## src/rtl/burst_gate_pkg.sv

```systemverilog
// Shared state encoding and default timing for the burst gate, the sync separator and the bench.
package burst_gate_pkg;

    typedef enum logic [1:0] {
        IDLE  = 2'd0,
        SYNC  = 2'd1,
        DELAY = 2'd2,
        BURST = 2'd3
    } bg_state_t;

    localparam int BG_CNT_W       = 12;
    localparam int BG_SYNC_MIN    = 40;
    localparam int BG_SYNC_MAX    = 80;
    localparam int BG_BURST_DELAY = 20;
    localparam int BG_BURST_LEN   = 64;
    localparam int BG_HOLDOFF     = 400;

endpackage

```

## src/rtl/burst_gate_if.sv

```systemverilog
// Sync-in / gate-out bundle between the sync separator (master) and the burst gate (slave).
interface burst_gate_if;
    logic enable;
    logic sync_n;
    logic burst_active;
    logic line_strobe;
    logic broad_pulse;

    modport master (
        output enable,
        output sync_n,
        input  burst_active,
        input  line_strobe,
        input  broad_pulse
    );

    modport slave (
        input  enable,
        input  sync_n,
        output burst_active,
        output line_strobe,
        output broad_pulse
    );
endinterface

```

## src/rtl/burst_gate.sv

```systemverilog
// Qualifies composite h-sync by tip width and line holdoff, then opens the colour-burst
// window a fixed delay after each accepted sync.
module burst_gate
    import burst_gate_pkg::*;
#(
    parameter int CNT_W       = BG_CNT_W,
    parameter int SYNC_MIN    = BG_SYNC_MIN,
    parameter int SYNC_MAX    = BG_SYNC_MAX,
    parameter int BURST_DELAY = BG_BURST_DELAY,
    parameter int BURST_LEN   = BG_BURST_LEN,
    parameter int HOLDOFF     = BG_HOLDOFF
) (
    input  logic         clk,
    input  logic         rst,
    burst_gate_if.slave  bus
);

    localparam logic [CNT_W-1:0] SMIN   = CNT_W'(SYNC_MIN);
    localparam logic [CNT_W-1:0] SMAX   = CNT_W'(SYNC_MAX);
    localparam logic [CNT_W-1:0] HO     = CNT_W'(HOLDOFF);
    localparam logic [CNT_W-1:0] DLY_LD = CNT_W'(BURST_DELAY - 1);
    localparam logic [CNT_W-1:0] LEN_LD = CNT_W'(BURST_LEN - 1);

    generate
        if (SYNC_MAX >= (1 << CNT_W) - 1) begin : g_bad_sync_max
            $error("burst_gate: SYNC_MAX must be below the width counter saturation value");
        end
        if (HOLDOFF >= (1 << CNT_W)) begin : g_bad_holdoff
            $error("burst_gate: HOLDOFF does not fit in CNT_W bits");
        end
        if (BURST_DELAY < 1 || BURST_DELAY > (1 << CNT_W)) begin : g_bad_delay
            $error("burst_gate: BURST_DELAY out of range");
        end
        if (BURST_LEN < 1 || BURST_LEN > 127) begin : g_bad_len
            $error("burst_gate: BURST_LEN must be 1..127");
        end
    endgenerate

    bg_state_t        state, state_nxt;
    logic             sync_d;
    logic             fall, rise, rise_eval;
    logic [CNT_W-1:0] width, holdoff, gate_cnt;
    logic             too_long, too_short, holdoff_ok, gate_done, accept;
    logic             strobe_nxt, broad_nxt, burst_nxt;

    assign fall       = sync_d & ~bus.sync_n;
    assign rise       = ~sync_d & bus.sync_n;
    assign too_long   = width > SMAX;
    assign too_short  = width < SMIN;
    assign holdoff_ok = holdoff >= HO;
    assign gate_done  = (gate_cnt == '0);
    assign rise_eval  = bus.enable & (state == SYNC) & rise;
    assign accept     = rise_eval & ~too_long & ~too_short & holdoff_ok;

    always_ff @(posedge clk or posedge rst) begin
        if (rst) state <= IDLE;
        else     state <= state_nxt;
    end

    always_comb begin
        state_nxt = state;
        case (state)
            IDLE:  if (fall) state_nxt = SYNC;
            SYNC:  if (rise) state_nxt = accept ? DELAY : IDLE;
            // A new sync tip inside the window truncates the burst and is measured afresh.
            DELAY: if (fall) state_nxt = SYNC;
                   else if (gate_done) state_nxt = BURST;
            BURST: if (fall) state_nxt = SYNC;
                   else if (gate_done) state_nxt = IDLE;
            default: state_nxt = IDLE;
        endcase
        if (!bus.enable) state_nxt = IDLE;
    end

    always_comb begin
        strobe_nxt = accept;
        broad_nxt  = rise_eval & too_long;
        burst_nxt  = (state_nxt == BURST);
    end

    always_ff @(posedge clk or posedge rst) begin
        if (rst) begin
            sync_d           <= 1'b1;
            width            <= '0;
            holdoff          <= HO;
            gate_cnt         <= '0;
            bus.burst_active <= 1'b0;
            bus.line_strobe  <= 1'b0;
            bus.broad_pulse  <= 1'b0;
        end else begin
            sync_d           <= bus.sync_n;
            bus.burst_active <= burst_nxt;
            bus.line_strobe  <= strobe_nxt;
            bus.broad_pulse  <= broad_nxt;

            if (accept)          holdoff <= '0;
            else if (!holdoff_ok) holdoff <= holdoff + 1'b1;

            // The fall cycle itself counts as the first low clock.
            if (fall)                               width <= CNT_W'(1);
            else if (state == SYNC && width != '1)  width <= width + 1'b1;

            // One counter serves both the delay and the burst length.
            if (accept)
                gate_cnt <= DLY_LD;
            else if (state == DELAY && gate_done)
                gate_cnt <= LEN_LD;
            else if ((state == DELAY || state == BURST) && !gate_done)
                gate_cnt <= gate_cnt - 1'b1;
        end
    end

endmodule
```

## src/flat_wrapper.sv

```systemverilog
// flat-port wrapper written by rule: the top's interface ports become plain ports
module burst_gate_flat import burst_gate_pkg::*;
#(
    parameter int CNT_W       = BG_CNT_W,
    parameter int SYNC_MIN    = BG_SYNC_MIN,
    parameter int SYNC_MAX    = BG_SYNC_MAX,
    parameter int BURST_DELAY = BG_BURST_DELAY,
    parameter int BURST_LEN   = BG_BURST_LEN,
    parameter int HOLDOFF     = BG_HOLDOFF
)
  (clk, rst, bus_enable, bus_sync_n, bus_burst_active, bus_line_strobe, bus_broad_pulse);
  burst_gate_if bus_i ();
  input  logic clk;
  input  logic rst;
  input wire logic [$bits(bus_i.enable)-1:0] bus_enable;
  input wire logic [$bits(bus_i.sync_n)-1:0] bus_sync_n;
  output wire logic [$bits(bus_i.burst_active)-1:0] bus_burst_active;
  output wire logic [$bits(bus_i.line_strobe)-1:0] bus_line_strobe;
  output wire logic [$bits(bus_i.broad_pulse)-1:0] bus_broad_pulse;
  assign bus_i.enable = bus_enable;
  assign bus_i.sync_n = bus_sync_n;
  assign bus_burst_active = bus_i.burst_active;
  assign bus_line_strobe = bus_i.line_strobe;
  assign bus_broad_pulse = bus_i.broad_pulse;
  burst_gate #(.CNT_W(CNT_W), .SYNC_MIN(SYNC_MIN), .SYNC_MAX(SYNC_MAX), .BURST_DELAY(BURST_DELAY), .BURST_LEN(BURST_LEN), .HOLDOFF(HOLDOFF)) u_core (.clk(clk), .rst(rst), .bus(bus_i));
endmodule
```

## config.mk

```make
export PLATFORM = sky130hd
export DESIGN_NAME = burst_gate_flat
export DESIGN_NICKNAME = d
export VERILOG_FILES = /design/src/rtl/burst_gate_pkg.sv /design/src/rtl/burst_gate_if.sv /design/src/rtl/burst_gate.sv /design/src/flat_wrapper.sv
export SDC_FILE = /design/constraint.sdc
export NUM_CORES = 1
export LEC_CHECK = 0
export CAP_MARGIN = 20
export CORE_MARGIN = 1.5
export CORE_UTILIZATION = 56
export CTS_CLUSTER_DIAMETER = 80
export DETAILED_ROUTE_END_ITERATION = 16
export PLACE_DENSITY = 0.77
export SYNTH_ARGS = -nofsm -noshare
export SYNTH_HDL_FRONTEND = slang
export SYNTH_SLANG_ARGS = --single-unit
```

## constraint.sdc

```tcl
create_clock -name clk -period 1.9 [get_ports clk]
set_input_delay 0.38 -clock clk [delete_from_list [all_inputs] [get_ports clk]]
set_output_delay 0.38 -clock clk [all_outputs]
set_load 0.005 [all_outputs]
```

==> flow_summary_export.csv <==
group,metric,value,unit
synthesis,yosysWarnings,0,
floorplanning,die_w,66.10,um
timing,setup_tns,0,ns
synthesis,synthTopCellsByArea,"dfrtp_1 43%, dfstp_2 4.7%, nand2_1 4.0%, nand3_1 3.4%, nor2_1 2.9%",
timing,finalClockSkew,0.006808,ns
floorplanning,io_pins,7,
cts,cts_buffer_depth,2,
cts,cts-root-buf,"clkbuf_8",
hold_path,min_path_type,"input pin to asynchronous set/reset pin",
synthesis,synthFlopType,"dfrtp_1",
setup_path,arrival,1.99,ns
finish,n_antenna_cell,0,
global_routing,grt.total_usage,0.2352,
synthesis,seq_area_frac_synth,0.4736,
synthesis,ys_ff_latch,42,
timing,period_share,0.9574,
placed_design,dp_hpwl,3.054,mm
synthesis,synth_nets,238,
timing,grt_setup_unrepaired,"yes",
floorplanning,start_util,0.5956,
finish,layout_common_cells,"38 x dfrtp_1, 24 x nand2_1, 23 x buf_4",
timing,fin_ws,0.08097,ns
status,status,"completed",
cts,hold_buffers,0,
drt,drt_iter0_markers,121,
placed_design,port_buffers,6,
power_and_ir_drop,p_leak,0.001097,uW
global_routing,grt_max_degree,43,
finish,finalNetCount,269,
drt,drc,0,
finish,final_common_cell,"dfrtp_1",
power_and_ir_drop,peakVddDrop,0.4937,mV
global_routing,grt_overflow,0,
synthesis,synth_area_per_cell,9.694,um^2
synthesis,syn-cell-area,0.002230,mm^2
drt,wl_per_cell,14.20,um
timing,fmax,549.7,MHz
floorplanning,fp-row-count,22,
setup_path,worstSetupPathType,"flop to flop",
placed_design,pre_cts_slack,-0.09438,ns
timing,fin_crit,1.819,ns
floorplanning,core,0.003744,mm^2
finish,drive_gt1_frac,0.1756,
cts,cts_buffers,5,
drt,wl,4.403,mm
cts,cts_tree,"yes",
timing,relSlewSlack,0.7058,
synthesis,synth_cell_types,45,
drt,drt_pre_antenna_iters,4,
cts,clk_pin_slew,0.08,ns
global_routing,grt_pass1_wl,7.748,mm
setup_path,crit_required,2.08,ns
floorplanning,die_h,66.10,um
drt,vias,1792,
setup_path,rr_worst_depth,6,
cts,clock_sinks,42,
cts,clkLatencyLatePin,0.30,ns
power_and_ir_drop,power_density,630.1,mW/mm^2
drt,routed_via_density,5.781,
global_routing,grt_pass1_vias,1741,
drt,ant_nets,0,
placed_design,globalplace.congestion,0.8754,
timing,setup_viol,0,
timing,worst_pin_slew,0.4376,ns
setup_path,start_kind,"flop",
flow_run,maxCapViolCount,0,
cts,htreeDepth,2,
synthesis,netlist.top_cell.by_area,"dfrtp_1",
timing,drv_slew,0,
synthesis,synthCells,230,
setup_path,cp-end-kind,"flop",
timing,finalHoldViolations,0,
finish,syn_to_final_growth,17.62,%
setup_path,worstPathMaxFanout,7,
synthesis,synth-async-reset-ratio,1.000,
global_routing,antenna_found_initial,0,
synthesis,yosysTopAreaCellShare,0.4265,
floorplanning,die_area,0.004369,mm^2
synthesis,synth-edff-count,0,
worst paths after layout:
check | slack, ns | endpoint | startpoint
worst max-delay path | 0.08 | u_core.gate_cnt[3] | u_core.width[3]
worst min-delay path | 0.42 | u_core.width[4] | rst
worst max register to register | 0.08 | u_core.gate_cnt[3] | u_core.width[3]
worst min register to register | 0.50 | u_core.holdoff[11] | u_core.holdoff[11]
max in group asynchronous | 1.20 | u_core.holdoff[7] | rst
min in group clk | 0.50 | u_core.holdoff[11] | u_core.holdoff[11]
timing repair:
item                       in CTS  in global routing
resized for setup               0                  3
setup endpoints to repair       0                 16
buffers inserted                0                  1
sequential cells by signal, summed over array words and instances, names as in the netlist:
| name | flops |
|---|---|
| u_core.bus.line_strobe | 1 |
| u_core.state | 2 |
| u_core.bus.broad_pulse | 1 |
| u_core.width | 12 |
| u_core.holdoff | 12 |
| u_core.sync_d | 1 |
| u_core.bus.burst_active | 1 |
| u_core.gate_cnt | 12 |
cell families after synthesis:
logic type | share of synthesized area
xor gates and xnor gates | 0.03536
buffers and inverters | 0.03199
AOI/OAI and AO/OA | 0.1599
and+or+nand+nor | 0.2542
muxes | 0.02245
adders and majority gates | 0.02245
DFF | 0.4736
Yosys cell counts (2+ instances only):
master,n
o21a_1,3
ha_1,4
and3_1,3
buf_2,3
and2_1,7
nor3_2,2
xor2_1,3
mux2i_1,5
a32o_1,2
or3_1,5
xnor2_1,6
o31ai_1,3
nand4_1,6
nand2_1,24
dfstp_2,4
nor2b_1,7
o21ai_1,6
nor3_1,9
dfrtp_1,38
o21ai_0,12
clkbuf_1,2
inv_1,10
nand2b_1,2
a31oi_1,2
nor2_1,17
a21oi_1,7
nor4_1,4
o41ai_1,2
o21ai_2,2
nand3_1,15
power by group:
part	switching (uW)	internal [uW]	leakage [uW]
Combinational	70.7	51.6	0.000544
Clock	295	293	0.0000482
Sequential	29.0	913	0.000505
Total	395	1260	0.00110
area by class of cell:
class | count | area, um^2
clock buffer | 7 | 86.33
inverter | 10 | 37.54
clock inverter | 1 | 5.005
sequential | 42 | 1056
multi-input combinational | 172 | 1125
timing repair buffer | 30 | 252.7
tap | 48 | 60.06
fill | 306 | 1121
routing by layer:
layer / vias up / track usage / part of all wire
li1: 892 / - / -
met1: 863 / 0.3002 / 0.46
met2: 30 / 0.3738 / 0.49
met3: 7 / 0.06133 / 0.031
met4: 0 / 0.1071 / 0.019
met5: - / 0 / 0
per-stage QoR:
stage	utilization	hold WS [ns]	total power [uW]	instances	cell area (um^2)
after CTS	0.6925	0.4425	1660	309	2592
after global routing	0.7005	0.4767	1733	310	2623
final	0.7005	0.4248	1653	310	2623
after detailed placement	0.6681	0.4926	1072	301	2501
after floorplan	-	0.3845	1027	230	2230
after global placement	0.6681	0.4894	1064	301	2501
critical path, stage by stage, from the launching register on:
cell and delay [ns]:
dfrtp_1 0.47, nor4_1 0.38, o211a_1 0.33, a31oi_4 0.13
buf_4 0.17, o21ai_2 0.12, o211ai_1 0.09
No activity file was read; power rests on OpenSTA's default activity.
